===== src/rtl/count_sequencer.sv =====
// Run controller for a WIDTH-bit up-counter: counts 0..lim_r, then parks in DONE or wraps.
// All state, including status outputs, is registered on the falling edge of clock_n.
module count_sequencer #(
    parameter int WIDTH = 4
) (
    input  logic             clock_n,
    input  logic             reset,
    input  logic             start,
    input  logic             stop,
    input  logic             pause,
    input  logic             auto_reload,
    input  logic [WIDTH-1:0] limit,
    output logic [WIDTH-1:0] q,
    output logic             busy,
    output logic             done,
    output logic             wrap,
    output logic [1:0]       state
);

    typedef enum logic [1:0] {
        IDLE  = 2'd0,
        RUN   = 2'd1,
        PAUSE = 2'd2,
        DONE  = 2'd3
    } state_t;

    state_t           st;
    logic [WIDTH-1:0] lim_r;

    assign state = st;

    // busy/done are registered alongside st so they never glitch on a state change
    always_ff @(negedge clock_n or posedge reset) begin
        if (reset) begin
            st    <= IDLE;
            q     <= '0;
            lim_r <= '0;
            wrap  <= 1'b0;
            busy  <= 1'b0;
            done  <= 1'b0;
        end else begin
            wrap <= 1'b0;
            case (st)
                IDLE: begin
                    if (start) begin
                        lim_r <= limit;
                        q     <= '0;
                        st    <= RUN;
                        busy  <= 1'b1;
                    end
                end
                RUN: begin
                    if (stop) begin
                        q    <= '0;
                        st   <= IDLE;
                        busy <= 1'b0;
                    end else if (pause) begin
                        st <= PAUSE;
                    end else if (q != lim_r) begin
                        q <= q + 1'b1;
                    end else begin
                        wrap <= 1'b1;
                        if (auto_reload) begin
                            q <= '0;
                        end else begin
                            st   <= DONE;
                            busy <= 1'b0;
                            done <= 1'b1;
                        end
                    end
                end
                PAUSE: begin
                    if (stop) begin
                        q    <= '0;
                        st   <= IDLE;
                        busy <= 1'b0;
                    end else if (!pause) begin
                        st <= RUN;
                    end
                end
                DONE: begin
                    // start outranks stop here so a finished run can be re-armed directly
                    if (start) begin
                        lim_r <= limit;
                        q     <= '0;
                        st    <= RUN;
                        busy  <= 1'b1;
                        done  <= 1'b0;
                    end else if (stop) begin
                        q    <= '0;
                        st   <= IDLE;
                        done <= 1'b0;
                    end
                end
                default: begin
                    st   <= IDLE;
                    busy <= 1'b0;
                    done <= 1'b0;
                end
            endcase
        end
    end

endmodule


===== config.mk =====
export PLATFORM = sky130hd
export DESIGN_NAME = count_sequencer
export DESIGN_NICKNAME = d
export VERILOG_FILES = /design/src/rtl/count_sequencer.sv
export SDC_FILE = /design/constraint.sdc
export NUM_CORES = 1
export LEC_CHECK = 0
export CORE_MARGIN = 3
export CORE_UTILIZATION = 40
export CTS_CLUSTER_DIAMETER = 100
export DETAILED_ROUTE_END_ITERATION = 16
export DONT_BUFFER_PORTS = 1
export HOLD_SLACK_MARGIN = 0.12
export REMOVE_ABC_BUFFERS = 1
export SLEW_MARGIN = 20
export SYNTH_ARGS = -nofsm -noshare
export SYNTH_HDL_FRONTEND = slang
export SYNTH_SLANG_ARGS = --single-unit

===== constraint.sdc =====
create_clock -name clock_n -period 1.5 [get_ports clock_n]
set_input_delay 0.3 -clock clock_n [delete_from_list [all_inputs] [get_ports clock_n]]
set_output_delay 0.3 -clock clock_n [all_outputs]
set_load 0.005 [all_outputs]

==> results.json, run 1 <==
{
  "drc_errors": 0,
  "synthSimpleGateAreaFrac_pct": 24.5,
  "power_frac_comb_pct": 66.4,
  "routed_wl_um": 2270,
  "clock_skew_ps": 3.90,
  "pwr-share-seq_pct": 24.5,
  "critical-path-slowest-cell": "dfrtn_1",
  "worstSkewPairLatency_ps": 280,
  "cts_tree": "yes",
  "drv_slew": 0,
  "io_pins": 19,
  "grt_max_degree": 14,
  "ys_warn_count": 0,
  "max_stage_delay_ps": 450,
  "synth_edf_count": 0,
  "ant_nets": 0,
  "final_common_cell": "buf_4",
  "place_hpwl_um": 1590,
  "fillers": 187,
  "intPower_w": 0.00145,
  "worst_path_dominant_cell_family": "flip-flops",
  "place_ws_ps": -601,
  "die-width_um": 53.0,
  "rsz0062_at_grt": "yes",
  "synthCells": 96,
  "synth_top_area_share_pct": 36.8,
  "syn_area_um2": 885,
  "viasPerCell": 5.57,
  "drt-initial-drc-count": 43,
  "maxCapViolations": 0,
  "hold_class": "flip-flop to flip-flop",
  "antenna_found_initial": 0,
  "root_buffer": "clkbuf_4",
  "synthMuxAreaShare_pct": 6.22,
  "start_util_pct": 43.7,
  "crit_cells": 1,
  "avgSynthCellArea_um2": 9.21,
  "power.share.clock_pct": 9.2,
  "clk_pin_slew_ps": 60,
  "crit_type": "flip-flop to output pin",
  "area_growth_pct": 34.8,
  "synth_ff_type": "dfrtn_1",
  "clock-sinks": 13,
  "antenna_cells": 0,
  "p_sw_w": 0.000936,
  "peakVddDrop_mv": 0.904,
  "arrival_ps": 1600,
  "path_buf_inv": 1,
  "core_um2": 2020,
  "synth-adder-area-share_pct": 8.49,
  "drive_above_1_share_pct": 36.8,
  "synthTopCellsByArea": "dfrtn_1 (37%), ha_1 (8.5%), mux2_2 (5.1%)",
  "grt-ovfl-total": 0,
  "synthXorXnorAreaFrac_pct": 3.96,
  "path_cells": "buf_4",
  "finalSetupTns_ps": -4670,
  "swShare_pct": 39.3,
  "status": "complete, but fails checks",
  "tightest_slew_ps": 322,
  "numCtsBuffers": 3,
  "grt_pass1_wl_um": 3860,
  "yosys.area.top_type": "dfrtn_1",
  "ys_ff_latch": 13,
  "p_per_area_nw_per_um2": 2000,
  "hold_violations": 0,
  "finalSetupViolCount": 21,
  "nets": 134,
  "die_h_um": 53.0,
  "p_leak_nw": 0.496,
  "worst-path-max-fanout": 2,
  "synth-compound-area-share_pct": 16.3,
  "whs_path_depth": 1,
  "htreeDepth": 1,
  "violations": "negative setup slack",
  "seq_area_frac_synth_pct": 36.8,
  "hold_buffers": 0,
  "rows": 16,
  "first_pass_iters": 4,
  "grt_usage_pct": 19.0,
  "dr_total_vias": 802,
  "most-common-layout-cells": "buf_4 (14), dfrtn_1 (13), inv_1 (7), nor2_1 (6), nand3_1 (6)",
  "cp.required_ps": 1200,
  "grt_pass1_vias": 822,
  "synth_top_family_by_area": "simple AND/OR/NAND/NOR gates",
  "rr_worst_depth": 7,
  "synth_cell_types": 35,
  "worst_slack_ps": -399,
  "die_area_um2": 2810,
  "critPathLaunchType": "flip-flop",
  "place.gp.congestion": 0.809,
  "slew_headroom_pct": 78.5,
  "port_buffers": 0,
  "crit_path_end_kind": "output pin",
  "final_util_pct": 59.0,
  "clockBufferDepth": 2,
  "wire_per_inst_um": 15.8,
  "synth-async-reset-ratio_pct": 100
}
==> routing by layer <==
metal  routed length, um  global-route usage, %
met5                   0                      0
met4                  46                   9.79
met3                 160                   4.51
met2                1030                   27.9
met1                1040                   25.6
==> worst paths after layout <==
path                                from  endpoint  slack, ps
worst max register to register  state[0]      q[3]       -210
worst min register to register  lim_r[2]  lim_r[2]        480
max in group asynchronous          reset  lim_r[2]        770
worst max-delay path            state[0]  state[0]       -400
min in group asynchronous          reset  lim_r[3]        530
worst min-delay path            lim_r[2]  lim_r[2]        480
==> layout make-up <==
| type | count | area [um^2] | share of cell area [%] |
|---|---|---|---|
| clock buffers | 3 | 22.5 | 1.89 |
| clock inverters | 1 | 5.00 | 0.420 |
| inverters | 8 | 35.0 | 2.94 |
| multi-input cells | 74 | 621 | 52.0 |
| flip-flops and latches | 13 | 325 | 27.3 |
| well taps | 27 | 33.8 | 2.83 |
| repair buffers | 18 | 150 | 12.6 |
==> cells in the mapped netlist (2+ instances only) <==
library cell  count
nor2b_1           3
nand2_1           5
a31oi_1           2
nor4_1            2
nand3_1           6
nand2b_1          2
a211oi_1          3
xnor2_1           4
mux2_2            4
inv_1             8
o21ai_0           3
a21oi_1           6
dfrtn_1          13
or4_1             2
ha_1              6
nor2_1            8
==> logic make-up after synthesis <==
group,after synthesis
and+or+nand+nor,37
AOI/OAI and AO/OA,22
DFF,13
buffers and inverters,9
adders and majority gates,6
muxes,5
xor gates and xnor gates,4
==> timing repair <==
item	in CTS	in global routing
resized for setup	24	5
cloned	0	0
setup endpoints to repair	21	21
buffers inserted	1	2
pin swaps	4	1
endpoints found under the hold margin	0	0
==> power groups by stage <==
stage	registers, W	clock network, W	logic (W)
after floorplan	0.000597	0	0.000725
after global placement	0.000587	0	0.00112
after detailed placement	0.000592	0	0.00114
after CTS	0.000583	0.000234	0.00144
after global routing	0.000603	0.000253	0.00173
final	0.000583	0.000218	0.00158
==> state kept, by name, summed over array words and instances (netlist names) <==
register  cells
busy          1
done          1
lim_r         4
q             4
state         2
wrap          1
==> metrics by stage <==
step / std cells / power, W / hold slack (ps) / area (um^2)
2_1_floorplan: 95 / 0.00132 / 463 / 881
3_3_place_gp: 138 / 0.00171 / 473 / 1030
3_5_place_dp: 138 / 0.00173 / 482 / 1030
4_1_cts: 143 / 0.00226 / 483 / 1170
5_1_grt: 144 / 0.00258 / 503 / 1190
6_report: 144 / 0.00238 / 482 / 1190
(Power assumes the default switching activity.)
==> inputs of run 2 (changes only) <==
==> constraint.sdc (replaced) <==
create_clock -name clock_n -period 1.5 [get_ports clock_n]
set_input_delay 0.075 -clock clock_n [delete_from_list [all_inputs] [get_ports clock_n]]
set_output_delay 0.075 -clock clock_n [all_outputs]
set_load 0.005 [all_outputs]
==> run 2 against run 1 <==
The flow still finishes with violations (negative setup slack). Clock skew rose by 1.3 ps. Sequential share of layout area fell by 2.0 points. Core utilization rose by 4.6 points. Highest routed layer unchanged.
==> results.json, run 2 (synthesis gave the netlist of run 1 again) <==
{
  "hold_buffers": 0,
  "slew_headroom_pct": 64.9,
  "status": "complete, but fails checks",
  "peakVddDrop_mv": 0.902,
  "placed_area_um2": 1040,
  "worstSkewPairLatency_ps": 290,
  "maxCapViolations": 0,
  "fillers": 166,
  "die-width_um": 53.0,
  "drc_errors": 0,
  "max_stage_delay_ps": 490,
  "cp.required_ps": 1420,
  "root_buffer": "clkbuf_4",
  "path_cells": "buf_6 > buf_6",
  "dr_total_vias": 841,
  "routed_wl_um": 2330,
  "rows": 16,
  "io_pins": 19,
  "ant_nets": 0,
  "die_h_um": 53.0,
  "port_buffers": 0,
  "grt_usage_pct": 19.3,
  "seq_area_um2": 325,
  "place_hpwl_um": 1600,
  "crit_path_end_kind": "output pin",
  "clockBufferDepth": 2,
  "most-common-layout-cells": "buf_4 (16), dfrtn_1 (13), nor2_1 (7), buf_6 (7)",
  "nets": 139,
  "clk_pin_slew_ps": 60,
  "hold_violations": 0,
  "cts_tree": "yes",
  "viasPerCell": 5.64,
  "tightest_slew_ps": 526,
  "design_area_um2": 1290,
  "drt-initial-drc-count": 13,
  "clock_skew_ps": 5.19,
  "critPathLaunchType": "flip-flop",
  "numCtsBuffers": 3,
  "violations": "negative setup slack",
  "clock-sinks": 13,
  "area_growth_pct": 45.4,
  "final_common_cell": "buf_4",
  "hold_class": "input pin to async pin",
  "p_total_w": 0.00244,
  "core_um2": 2020,
  "drive_above_1_share_pct": 45.9,
  "first_pass_iters": 4,
  "htreeDepth": 1,
  "worst-path-max-fanout": 4,
  "drv_slew": 0,
  "arrival_ps": 1730,
  "grt_pass1_wl_um": 3910,
  "die_area_um2": 2810,
  "antenna_cells": 0,
  "rsz0062_at_grt": "yes",
  "p_per_area_nw_per_um2": 1900,
  "crit_top_cell": "buf_6",
  "grt_pass1_vias": 820,
  "grt-ovfl-total": 0,
  "antenna_found_initial": 0,
  "whs_ps": 343,
  "multi_input_area_um2": 672,
  "p_leak_nw": 0.539,
  "start_util_pct": 43.7,
  "worst_slack_ps": -308,
  "wire_per_inst_um": 15.7,
  "grt_max_degree": 14,
  "finalSetupViolCount": 21,
  "critical-path-slowest-cell": "dfrtn_1",
  "place_ws_ps": -390,
  "place.gp.congestion": 0.831,
  "crit_type": "flip-flop to output pin"
}
## run 2: cell count changes in the layout (fill, tap and decap cells not counted), sizes merged
cell,change
clkinv,-1
buf,+5
clkbuf,+1
## run 2: path summary, 6_finish.rpt
kind	slack (ps)	cells past startpoint	endpoint	from
worst max-delay path	-310	2	state[0]	state[0]
worst min-delay path	340	1	state[0]	reset
worst max register to register	-240	6	q[2]	state[0]
worst min register to register	480	1	lim_r[0]	lim_r[0]
max in group asynchronous	770	1	lim_r[2]	reset
min in group clock_n	480	1	lim_r[0]	lim_r[0]
## run 2: metal layers
layer  share of wire, %  up-vias  track usage (%)
li1                   -      400                -
met1                 46      419             26.1
met2                 47       18             28.5
met3                6.1        4             6.48
met4                1.1        0             6.38
met5                  0        -                0
## run 2: area by class of cell
class	instances	area share (%)
multi-input combinational	74	52.2
sequential	13	25.3
timing repair buffer	23	15.5
tap	27	2.63
inverter	8	2.33
clock buffer	4	2.04
## run 2: stage by stage
step                util [%]  instances  setup TNS [ps]
floorplan                  -         95           -2100
global placement        51.5        139           -2520
global route            63.6        149           -4140
finish                  63.6        149           -2800
detailed placement      51.5        139           -2810
CTS                     58.7        148           -2850
## run 2: worst max-delay path: cells and delay by family, from the launching register on
kind / cells / cell delay, ps
DFF: 1 / 490
buffers and inverters: 2 / 210
## run 2: what timing repair did
action                                  in CTS  in global routing
endpoints found under the hold margin        0                  0
pin swaps                                    3                  7
endpoints found under the setup margin      21                 21
resized for setup                           21                 19
buffers inserted                             6                  1
## run 2: where the power goes
part	internal [W]	switching (W)
Combinational	0.000894	0.000720
Clock	0.000103	0.000115
Sequential	0.000487	0.000120
Total	0.00148	0.000956
